**config.mk**
```make
export PLATFORM = sky130hd
export DESIGN_NAME = vmask_cmp_pack_flat
export DESIGN_NICKNAME = d
export VERILOG_FILES = /design/src/rtl/vmask_cmp_pack_if.sv /design/src/rtl/vmask_cmp_pack.sv /design/src/flat_wrapper.sv
export SDC_FILE = /design/constraint.sdc
export NUM_CORES = 1
export LEC_CHECK = 0
export ABC_AREA = 1
export CAP_MARGIN = 20
export CORE_MARGIN = 2
export CORE_UTILIZATION = 45
export DETAILED_ROUTE_END_ITERATION = 10
export GPL_TIMING_DRIVEN = 0
export PLACE_DENSITY = 0.69
export SYNTH_ARGS = -nofsm -noshare
export SYNTH_HDL_FRONTEND = slang
export SYNTH_SLANG_ARGS = --single-unit
export TNS_END_PERCENT = 100
```
**constraint.sdc**
```tcl
create_clock -name clk -period 6.2 [get_ports clk]
set_clock_uncertainty 0.1 [all_clocks]
set_input_delay 1.24 -clock clk [delete_from_list [all_inputs] [get_ports clk]]
set_output_delay 1.24 -clock clk [all_outputs]
set_load 0.03 [all_outputs]
```
**src/rtl/vmask_cmp_pack_if.sv**
```systemverilog
`default_nettype none
// ============================================================================
// Module      : vmask_cmp_pack_if
// Description : Beat-in / packed-mask-word-out bus for the vector compare unit.
// Revision    : 1.0 - initial release
// ============================================================================
interface vmask_cmp_pack_if #(
    parameter int REQ_DATA_WIDTH    = 64,
    parameter int REQ_BYTE_EN_WIDTH = REQ_DATA_WIDTH / 8,
    parameter int REQ_ADDR_WIDTH    = 32,
    parameter int SEW_WIDTH         = 2,
    parameter int OPSEL_WIDTH       = 3,
    parameter int IDX_WIDTH         = $clog2(REQ_DATA_WIDTH)
) ();
    logic                         in_valid;
    logic [REQ_ADDR_WIDTH-1:0]    in_addr;
    logic [REQ_DATA_WIDTH-1:0]    in_vec0;
    logic [REQ_DATA_WIDTH-1:0]    in_vec1;
    logic [SEW_WIDTH-1:0]         in_sew;
    logic [OPSEL_WIDTH-1:0]       in_opSel;
    logic [IDX_WIDTH-1:0]         in_start_idx;
    logic                         in_req_start;
    logic                         in_req_end;
    logic                         in_vm;
    logic [REQ_BYTE_EN_WIDTH-1:0] in_mask;

    logic                         out_valid;
    logic [REQ_ADDR_WIDTH-1:0]    out_addr;
    logic [REQ_DATA_WIDTH-1:0]    out_vec;
    logic [REQ_BYTE_EN_WIDTH-1:0] out_be;

    modport master (
        output in_valid, in_addr, in_vec0, in_vec1, in_sew, in_opSel,
               in_start_idx, in_req_start, in_req_end, in_vm, in_mask,
        input  out_valid, out_addr, out_vec, out_be
    );

    modport slave (
        input  in_valid, in_addr, in_vec0, in_vec1, in_sew, in_opSel,
               in_start_idx, in_req_start, in_req_end, in_vm, in_mask,
        output out_valid, out_addr, out_vec, out_be
    );
endinterface
`default_nettype wire

```
**src/rtl/vmask_cmp_pack.sv**
```systemverilog
`default_nettype none
// ============================================================================
// Module      : vmask_cmp_pack
// Description : Element-wise RVV integer compare, packed into mask words.
//               Define VMCMP_MASK_EN to honour in_vm/in_mask.
// Revision    : 1.0 - initial release
// ============================================================================
module vmask_cmp_pack #(
    parameter int REQ_DATA_WIDTH    = 64,
    parameter int REQ_BYTE_EN_WIDTH = REQ_DATA_WIDTH / 8,
    parameter int REQ_ADDR_WIDTH    = 32,
    parameter int SEW_WIDTH         = 2,
    parameter int OPSEL_WIDTH       = 3,
    parameter int IDX_WIDTH         = $clog2(REQ_DATA_WIDTH),
    parameter int OUT_STAGES        = 3
) (
    input  wire logic           clk,
    input  wire logic           rst,
    vmask_cmp_pack_if.slave     bus
);

    localparam int c_dw  = REQ_DATA_WIDTH;
    localparam int c_bew = REQ_BYTE_EN_WIDTH;

    // 65-bit compare: unsigned operands are zero-extended, signed sign-extended
    function automatic logic f_cmp(input logic [64:0] a, input logic [64:0] b,
                                   input logic [2:0] op);
        logic eq;
        logic lt;
        logic r;
        eq = (a == b);
        lt = ($signed(a) < $signed(b));
        case (op)
            3'd0:       r = eq;
            3'd1:       r = ~eq;
            3'd2, 3'd3: r = lt;
            3'd4, 3'd5: r = lt | eq;
            default:    r = ~(lt | eq);
        endcase
        return r;
    endfunction

    // ---------------- s0: input register ----------------
    logic                      r0_valid;
    logic [REQ_ADDR_WIDTH-1:0] r0_addr;
    logic [c_dw-1:0]           r0_vec0;
    logic [c_dw-1:0]           r0_vec1;
    logic [SEW_WIDTH-1:0]      r0_sew;
    logic [OPSEL_WIDTH-1:0]    r0_op;
    logic [IDX_WIDTH-1:0]      r0_start;
    logic                      r0_rs;
    logic                      r0_re;
`ifdef VMCMP_MASK_EN
    logic                      r0_vm;
    logic [c_bew-1:0]          r0_mask;
`endif

    always_ff @(posedge clk) begin
        if (rst) begin
            r0_valid <= 1'b0;
            r0_addr  <= '0;
            r0_vec0  <= '0;
            r0_vec1  <= '0;
            r0_sew   <= '0;
            r0_op    <= '0;
            r0_start <= '0;
            r0_rs    <= 1'b0;
            r0_re    <= 1'b0;
`ifdef VMCMP_MASK_EN
            r0_vm    <= 1'b1;
            r0_mask  <= '0;
`endif
        end else begin
            r0_valid <= bus.in_valid;
            if (bus.in_valid) begin
                r0_addr  <= bus.in_addr;
                r0_vec0  <= bus.in_vec0;
                r0_vec1  <= bus.in_vec1;
                r0_sew   <= bus.in_sew;
                r0_op    <= bus.in_opSel;
                r0_start <= bus.in_start_idx;
                r0_rs    <= bus.in_req_start;
                r0_re    <= bus.in_req_end;
`ifdef VMCMP_MASK_EN
                r0_vm    <= bus.in_vm;
                r0_mask  <= bus.in_mask;
`endif
            end
        end
    end

    // ---------------- s1: compare + mask ----------------
    logic                       w_sgn;
    logic [3:0][c_bew-1:0]      w_res_s;
    logic [c_bew-1:0]           w_res;

    assign w_sgn = r0_op[0];

    for (genvar s = 0; s < 4; s++) begin : g_sew
        localparam int c_w = 8 << s;
        localparam int c_n = c_dw / c_w;
        for (genvar i = 0; i < c_n; i++) begin : g_elem
            logic [64:0] w_a;
            logic [64:0] w_b;
            assign w_a = {{(65-c_w){w_sgn & r0_vec0[i*c_w + c_w - 1]}}, r0_vec0[i*c_w +: c_w]};
            assign w_b = {{(65-c_w){w_sgn & r0_vec1[i*c_w + c_w - 1]}}, r0_vec1[i*c_w +: c_w]};
`ifdef VMCMP_MASK_EN
            // Masked-off elements are agnostic and written as 1
            assign w_res_s[s][i] = f_cmp(w_a, w_b, r0_op[2:0]) | (~r0_vm & ~r0_mask[i]);
`else
            assign w_res_s[s][i] = f_cmp(w_a, w_b, r0_op[2:0]);
`endif
        end
        if (c_n < c_bew) begin : g_pad
            assign w_res_s[s][c_bew-1:c_n] = '0;
        end
    end

    assign w_res = w_res_s[r0_sew];

    logic                      r1_valid;
    logic [REQ_ADDR_WIDTH-1:0] r1_addr;
    logic [c_bew-1:0]          r1_res;
    logic [SEW_WIDTH-1:0]      r1_sew;
    logic [IDX_WIDTH-1:0]      r1_start;
    logic                      r1_rs;
    logic                      r1_re;

    always_ff @(posedge clk) begin
        if (rst) begin
            r1_valid <= 1'b0;
            r1_addr  <= '0;
            r1_res   <= '0;
            r1_sew   <= '0;
            r1_start <= '0;
            r1_rs    <= 1'b0;
            r1_re    <= 1'b0;
        end else begin
            r1_valid <= r0_valid;
            if (r0_valid) begin
                r1_addr  <= r0_addr;
                r1_res   <= w_res;
                r1_sew   <= r0_sew;
                r1_start <= r0_start;
                r1_rs    <= r0_rs;
                r1_re    <= r0_re;
            end
        end
    end

    // ---------------- s2: pack / close ----------------
    logic [c_dw-1:0]  r_acc;
    logic [c_bew-1:0] r_bv;
    logic [IDX_WIDTH:0] w_n;
    logic [IDX_WIDTH:0] w_end;
    logic               w_close;
    logic [c_dw-1:0]    w_word;
    logic [c_bew-1:0]   w_bv_new;
    logic [c_bew-1:0]   w_bv;

    always_comb begin
        w_n      = (IDX_WIDTH+1)'(c_dw >> (32'(r1_sew) + 3));
        w_end    = {1'b0, r1_start} + w_n;
        w_close  = r1_re || (w_end == (IDX_WIDTH+1)'(c_dw));
        w_word   = (r1_rs ? '0 : r_acc)
                 | ({{(c_dw-c_bew){1'b0}}, r1_res} << r1_start);
        w_bv_new = '0;
        for (int j = 0; j < c_bew; j++) begin
            w_bv_new[j] = ((j * 8) < int'(w_end)) && ((j * 8 + 8) > int'(r1_start));
        end
        w_bv     = (r1_rs ? '0 : r_bv) | w_bv_new;
    end

    logic                      r2_valid;
    logic [REQ_ADDR_WIDTH-1:0] r2_addr;
    logic [c_dw-1:0]           r2_vec;
    logic [c_bew-1:0]          r2_be;

    always_ff @(posedge clk) begin
        if (rst) begin
            r_acc    <= '0;
            r_bv     <= '0;
            r2_valid <= 1'b0;
            r2_addr  <= '0;
            r2_vec   <= '0;
            r2_be    <= '0;
        end else begin
            r2_valid <= r1_valid && w_close;
            if (r1_valid) begin
                if (w_close) begin
                    r_acc   <= '0;
                    r_bv    <= '0;
                    r2_addr <= r1_addr;
                    r2_vec  <= w_word;
                    r2_be   <= w_bv;
                end else begin
                    r_acc   <= w_word;
                    r_bv    <= w_bv;
                end
            end
        end
    end

    // ---------------- latency-matching output stages ----------------
    if (OUT_STAGES == 0) begin : g_out_direct
        assign bus.out_valid = r2_valid;
        assign bus.out_addr  = r2_addr;
        assign bus.out_vec   = r2_vec;
        assign bus.out_be    = r2_be;
    end else begin : g_out_pipe
        logic                      r_pv [OUT_STAGES];
        logic [REQ_ADDR_WIDTH-1:0] r_pa [OUT_STAGES];
        logic [c_dw-1:0]           r_pd [OUT_STAGES];
        logic [c_bew-1:0]          r_pb [OUT_STAGES];

        always_ff @(posedge clk) begin
            if (rst) begin
                for (int k = 0; k < OUT_STAGES; k++) begin
                    r_pv[k] <= 1'b0;
                    r_pa[k] <= '0;
                    r_pd[k] <= '0;
                    r_pb[k] <= '0;
                end
            end else begin
                r_pv[0] <= r2_valid;
                r_pa[0] <= r2_addr;
                r_pd[0] <= r2_vec;
                r_pb[0] <= r2_be;
                for (int k = 1; k < OUT_STAGES; k++) begin
                    r_pv[k] <= r_pv[k-1];
                    r_pa[k] <= r_pa[k-1];
                    r_pd[k] <= r_pd[k-1];
                    r_pb[k] <= r_pb[k-1];
                end
            end
        end

        assign bus.out_valid = r_pv[OUT_STAGES-1];
        assign bus.out_addr  = r_pa[OUT_STAGES-1];
        assign bus.out_vec   = r_pd[OUT_STAGES-1];
        assign bus.out_be    = r_pb[OUT_STAGES-1];
    end

endmodule
`default_nettype wire

```
**src/flat_wrapper.sv**
```systemverilog
// flat-port wrapper written by rule: the top's interface ports become plain ports
module vmask_cmp_pack_flat 
#(
    parameter int REQ_DATA_WIDTH    = 64,
    parameter int REQ_BYTE_EN_WIDTH = REQ_DATA_WIDTH / 8,
    parameter int REQ_ADDR_WIDTH    = 32,
    parameter int SEW_WIDTH         = 2,
    parameter int OPSEL_WIDTH       = 3,
    parameter int IDX_WIDTH         = $clog2(REQ_DATA_WIDTH),
    parameter int OUT_STAGES        = 3
)
  (clk, rst, bus_in_valid, bus_in_addr, bus_in_vec0, bus_in_vec1, bus_in_sew, bus_in_opSel, bus_in_start_idx, bus_in_req_start, bus_in_req_end, bus_in_vm, bus_in_mask, bus_out_valid, bus_out_addr, bus_out_vec, bus_out_be);
  vmask_cmp_pack_if #(.REQ_DATA_WIDTH(REQ_DATA_WIDTH), .REQ_BYTE_EN_WIDTH(REQ_BYTE_EN_WIDTH), .REQ_ADDR_WIDTH(REQ_ADDR_WIDTH), .SEW_WIDTH(SEW_WIDTH), .OPSEL_WIDTH(OPSEL_WIDTH), .IDX_WIDTH(IDX_WIDTH)) bus_i ();
  input  wire logic clk;
  input  wire logic rst;
  input wire logic [$bits(bus_i.in_valid)-1:0] bus_in_valid;
  input wire logic [$bits(bus_i.in_addr)-1:0] bus_in_addr;
  input wire logic [$bits(bus_i.in_vec0)-1:0] bus_in_vec0;
  input wire logic [$bits(bus_i.in_vec1)-1:0] bus_in_vec1;
  input wire logic [$bits(bus_i.in_sew)-1:0] bus_in_sew;
  input wire logic [$bits(bus_i.in_opSel)-1:0] bus_in_opSel;
  input wire logic [$bits(bus_i.in_start_idx)-1:0] bus_in_start_idx;
  input wire logic [$bits(bus_i.in_req_start)-1:0] bus_in_req_start;
  input wire logic [$bits(bus_i.in_req_end)-1:0] bus_in_req_end;
  input wire logic [$bits(bus_i.in_vm)-1:0] bus_in_vm;
  input wire logic [$bits(bus_i.in_mask)-1:0] bus_in_mask;
  output wire logic [$bits(bus_i.out_valid)-1:0] bus_out_valid;
  output wire logic [$bits(bus_i.out_addr)-1:0] bus_out_addr;
  output wire logic [$bits(bus_i.out_vec)-1:0] bus_out_vec;
  output wire logic [$bits(bus_i.out_be)-1:0] bus_out_be;
  assign bus_i.in_valid = bus_in_valid;
  assign bus_i.in_addr = bus_in_addr;
  assign bus_i.in_vec0 = bus_in_vec0;
  assign bus_i.in_vec1 = bus_in_vec1;
  assign bus_i.in_sew = bus_in_sew;
  assign bus_i.in_opSel = bus_in_opSel;
  assign bus_i.in_start_idx = bus_in_start_idx;
  assign bus_i.in_req_start = bus_in_req_start;
  assign bus_i.in_req_end = bus_in_req_end;
  assign bus_i.in_vm = bus_in_vm;
  assign bus_i.in_mask = bus_in_mask;
  assign bus_out_valid = bus_i.out_valid;
  assign bus_out_addr = bus_i.out_addr;
  assign bus_out_vec = bus_i.out_vec;
  assign bus_out_be = bus_i.out_be;
  vmask_cmp_pack #(.REQ_DATA_WIDTH(REQ_DATA_WIDTH), .REQ_BYTE_EN_WIDTH(REQ_BYTE_EN_WIDTH), .REQ_ADDR_WIDTH(REQ_ADDR_WIDTH), .SEW_WIDTH(SEW_WIDTH), .OPSEL_WIDTH(OPSEL_WIDTH), .IDX_WIDTH(IDX_WIDTH), .OUT_STAGES(OUT_STAGES)) u_core (.clk(clk), .rst(rst), .bus(bus_i));
endmodule
```
==> Implementation_results.wiki <==
{| class="wikitable"
! Metric !! Value
|-
| Floorplan die width || 253 microns
|-
| NumNets Final || 4266
|-
| Number of buffers inserted by port buffering || 278
|-
| Postcts setup bufs || 0
|-
| Placeable core region || 0.0615 sq mm
|-
| Cell area after synthesis || 0.0279 sq mm
|-
| Number of clock buffers inserted by TritonCTS || 73
|-
| Clock root buffer || sky130_fd_sc_hd__clkbuf_16
|-
| Aggregate negative setup slack || 0 ns
|-
| Worst EP required || 6.54 ns
|-
| P per Cell Area || 297 mW/mm^2
|-
| Number of sinks driven by the clock tree || 717
|-
| Category of the critical setup timing path || in2reg
|-
| FF+latch count, synth || 717
|-
| Antenna violations before repair || 3
|-
| Final worst-path cycle share || 0.616
|-
| Overall Power || 10100 uW
|-
| Overall global routing resource usage || 0.221
|-
| RSZ-0062 raised after global routing || false
|-
| Antenna Violating Nets Remaining || 0
|-
| Most frequent cells in the layout || sky130_fd_sc_hd__dfxtp_1 (717), sky130_fd_sc_hd__nor2_1 (688), sky130_fd_sc_hd__inv_1 (594)
|-
| Placement Cell Area || 0.0317 sq mm
|-
| Final Critical Period || 3.82 ns
|-
| Post-Syn Instances || 3651
|-
| Area growth from synthesis to layout || 22.2%
|-
| Skew-Pair Late Insertion Delay || 0.62 ns
|-
| Worst Setup Start Kind || input pin
|-
| Slew of the pin with the lowest slew margin || 1.05 ns
|-
| Placed Cells || 4719
|-
| Top post-synthesis cells by area || sky130_fd_sc_hd__dfxtp_1 (51%), sky130_fd_sc_hd__nor2_1 (9.3%), sky130_fd_sc_hd__inv_1 (8.0%)
|-
| Number of synthesized flops with an enable pin || 0
|-
| Worst-path fanout max || 10
|-
| Initial DRT Pass Iterations || 6
|-
| Top FF cell, synth || sky130_fd_sc_hd__dfxtp_1
|-
| Post-route cell area || 0.0341 sq mm
|-
| Global-route wire length before repair || 112000 microns
|-
| Count of H-tree levels built during CTS || 3
|-
| Area leader, netlist || sky130_fd_sc_hd__dfxtp_1
|-
| Number of resized instances in the post-cts repair step || 0
|-
| Max cap viols || 0
|-
| Total number of yosys warnings || 0
|-
| Synth Net Count || 3913
|-
| Commonest non-fill, non-tap cell in the layout || sky130_fd_sc_hd__dfxtp_1
|-
| Routed len/inst || 14.7 microns
|-
| Die Y || 253 microns
|-
| Initial Util || 0.454
|-
| Vias in the first global route || 21600
|-
| Floorplan die area || 0.0640 sq mm
|-
| Setup-violating endpoint count in the final report || 0
|-
| Post-route worst setup slack || 2.38 ns
|-
| Share of synthesized flip-flops with an asynchronous set or reset || 0
|-
| Placer Congestion || 0.968
|-
| Cell Rows || 91
|-
| Maximum vdd drop || 0.000170 V
|-
| Clock tree from TritonCTS || built
|-
| Number of vias after detailed routing || 23211
|-
| Hold violation total from the final report || 0
|-
| Clock-pin slew of the registers on the worst-case setup and hold paths || 0.06 ns
|-
| Area share of the largest cell type after synthesis || 0.514
|-
| Remaining max-slew budget at the tightest pin || 0.297
|-
| Worst EP arrival || 4.16 ns
|-
| Worst slack at placement || 1.68 ns
|-
| Leakage || 0.0148 uW
|-
| Number of buffers between clock root and the deepest sink || 3
|-
| Detailed router's first-iteration violation count || 1365
|-
| Final instance count without filler cells || 4850
|-
| Total congestion overflow after global routing || 0
|-
| Proportion of synthesized chip area in sequential cells || 0.514
|-
| Number of hold buffers added after cts || 0
|-
| Count of pins over their slew limit || 0
|-
| Result of the run || complete, no violations
|-
| Number of vias per cell || 4.79
|-
| Wirelength, routed || 71100 microns
|-
| Maximum clock rate || 262 MHz
|-
| I/O pin cnt || 290
|-
| Fraction of final layout cells sized beyond drive strength 1 || 0.0631
|-
| Worst min-delay path category || reg2reg
|-
| Mean Syn Cell Area || 7.64 sq um
|-
| Number of distinct library cells after synthesis || 46
|-
| Largest net degree at the start of global routing || 15
|-
| Capturing element type of the critical path || flop
|-
| Final routed DRC violation total || 0
|-
| Detail Placement HPWL || 52500 microns
|}
-- layer usage --
metal,vias to the layer above,global-route usage,routed length (microns),share of wire
met5,-,0,13,0.00018
met4,2,0.0833,2120,0.030
met3,111,0.0351,3380,0.047
met2,530,0.390,35000,0.49
met1,10596,0.271,30600,0.43
li1,11972,-,-,-
-- final timing paths --
path | startpoint | slack (ns) | to | cells past startpoint
worst max-delay path | rst | 2.38 | u_core.g_out_pipe.r_pb[0][16] | 5
worst min-delay path | u_core.g_out_pipe.r_pa[0][33] | 0.29 | u_core.g_out_pipe.r_pa[0][65] | 2
worst max register to register | u_core.r1_start[1] | 2.77 | u_core.r2_addr[31] | 13
worst min register to register | u_core.g_out_pipe.r_pa[0][33] | 0.29 | u_core.g_out_pipe.r_pa[0][65] | 2
-- worst max-delay path: stages --
cell and delay, ns:
sky130_fd_sc_hd__clkbuf_1 0.69, sky130_fd_sc_hd__clkbuf_1 0.72, sky130_fd_sc_hd__clkbuf_1 0.74, sky130_fd_sc_hd__clkbuf_1 0.57, sky130_fd_sc_hd__nor2_1 0.17
-- flip-flops by register name, summed over array words and instances, names as in the netlist, 2 cells and up --
signal / flops
u_core.r2_be: 8
u_core.r1_sew: 2
u_core.r0_sew: 2
u_core.r_bv: 8
u_core.r1_start: 6
u_core.r0_op: 3
u_core.r1_res: 8
u_core.r1_addr: 32
u_core.r0_vec0: 64
u_core.r0_addr: 32
u_core.r2_vec: 64
u_core.r0_vec1: 64
u_core.g_out_pipe.r_pd: 192
u_core.g_out_pipe.r_pv: 3
u_core.r0_start: 6
u_core.r2_addr: 32
u_core.g_out_pipe.r_pb: 24
u_core.g_out_pipe.r_pa: 96
u_core.r_acc: 64
-- synthesized netlist by cell type (2+ instances only) --
master,count
sky130_fd_sc_hd__nand2_1,503
sky130_fd_sc_hd__buf_1,11
sky130_fd_sc_hd__o21bai_1,3
sky130_fd_sc_hd__o21ai_1,4
sky130_fd_sc_hd__o211ai_1,2
sky130_fd_sc_hd__nor2_1,688
sky130_fd_sc_hd__o22a_1,9
sky130_fd_sc_hd__a31oi_1,3
sky130_fd_sc_hd__mux2i_1,2
sky130_fd_sc_hd__nor4_1,2
sky130_fd_sc_hd__or2_1,2
sky130_fd_sc_hd__a22oi_1,4
sky130_fd_sc_hd__nor3_2,3
sky130_fd_sc_hd__nor3_1,6
sky130_fd_sc_hd__nand4_1,16
sky130_fd_sc_hd__buf_6,9
sky130_fd_sc_hd__dfxtp_1,717
sky130_fd_sc_hd__a21boi_0,2
sky130_fd_sc_hd__buf_4,105
sky130_fd_sc_hd__clkbuf_1,148
sky130_fd_sc_hd__a211oi_1,3
sky130_fd_sc_hd__a32o_1,2
sky130_fd_sc_hd__o22ai_1,95
sky130_fd_sc_hd__nand3_1,67
sky130_fd_sc_hd__buf_2,12
sky130_fd_sc_hd__inv_1,594
sky130_fd_sc_hd__nand2_2,3
sky130_fd_sc_hd__a22o_1,25
sky130_fd_sc_hd__o21ai_0,296
sky130_fd_sc_hd__or2_2,6
sky130_fd_sc_hd__a21oi_1,214
sky130_fd_sc_hd__ha_1,76
sky130_fd_sc_hd__clkinv_1,3
sky130_fd_sc_hd__nand3b_1,4
-- cells by family after synthesis --
family | Yosys count | share of synthesized area
flip-flops | 717 | 0.514
buffers and inverters | 883 | 0.136
AND/OR/NAND/NOR | 1302 | 0.183
AO/OA/AOI/OAI | 668 | 0.131
multiplexers | 2 | 0.000717
adder cells (fa/ha/maj) | 77 | 0.0348
XOR/XNOR | 2 | 0.000628
-- metrics by stage --
step                      hold WS [ns]  utilization
final                            0.292        0.554
after global routing             0.308        0.554
after CTS                        0.299        0.554
after detailed placement         0.292        0.515
after global placement           0.289        0.515
after floorplan                  0.288            -
-- power breakdown --
part           internal (uW)  switching, uW  leakage, uW  total [uW]
combinational            353            613      0.00776         966
sequential              4730           59.5      0.00583        4790
clock                   2550           1800      0.00119        4360
-- final cells by class --
cell class | instances | area, sq um
Timing Repair Buffer | 278 | 2780
Buffer | 285 | 1550
Clock inverter | 26 | 298
Clock buffer | 102 | 2110
Tap cell | 790 | 988
Antenna cell | 3 | 7.51
Inverter | 598 | 2240
Sequential cell | 717 | 14400
Multi-Input combinational cell | 2051 | 9760
Fill cell | 5868 | 27400
(Power assumes the default switching activity.)
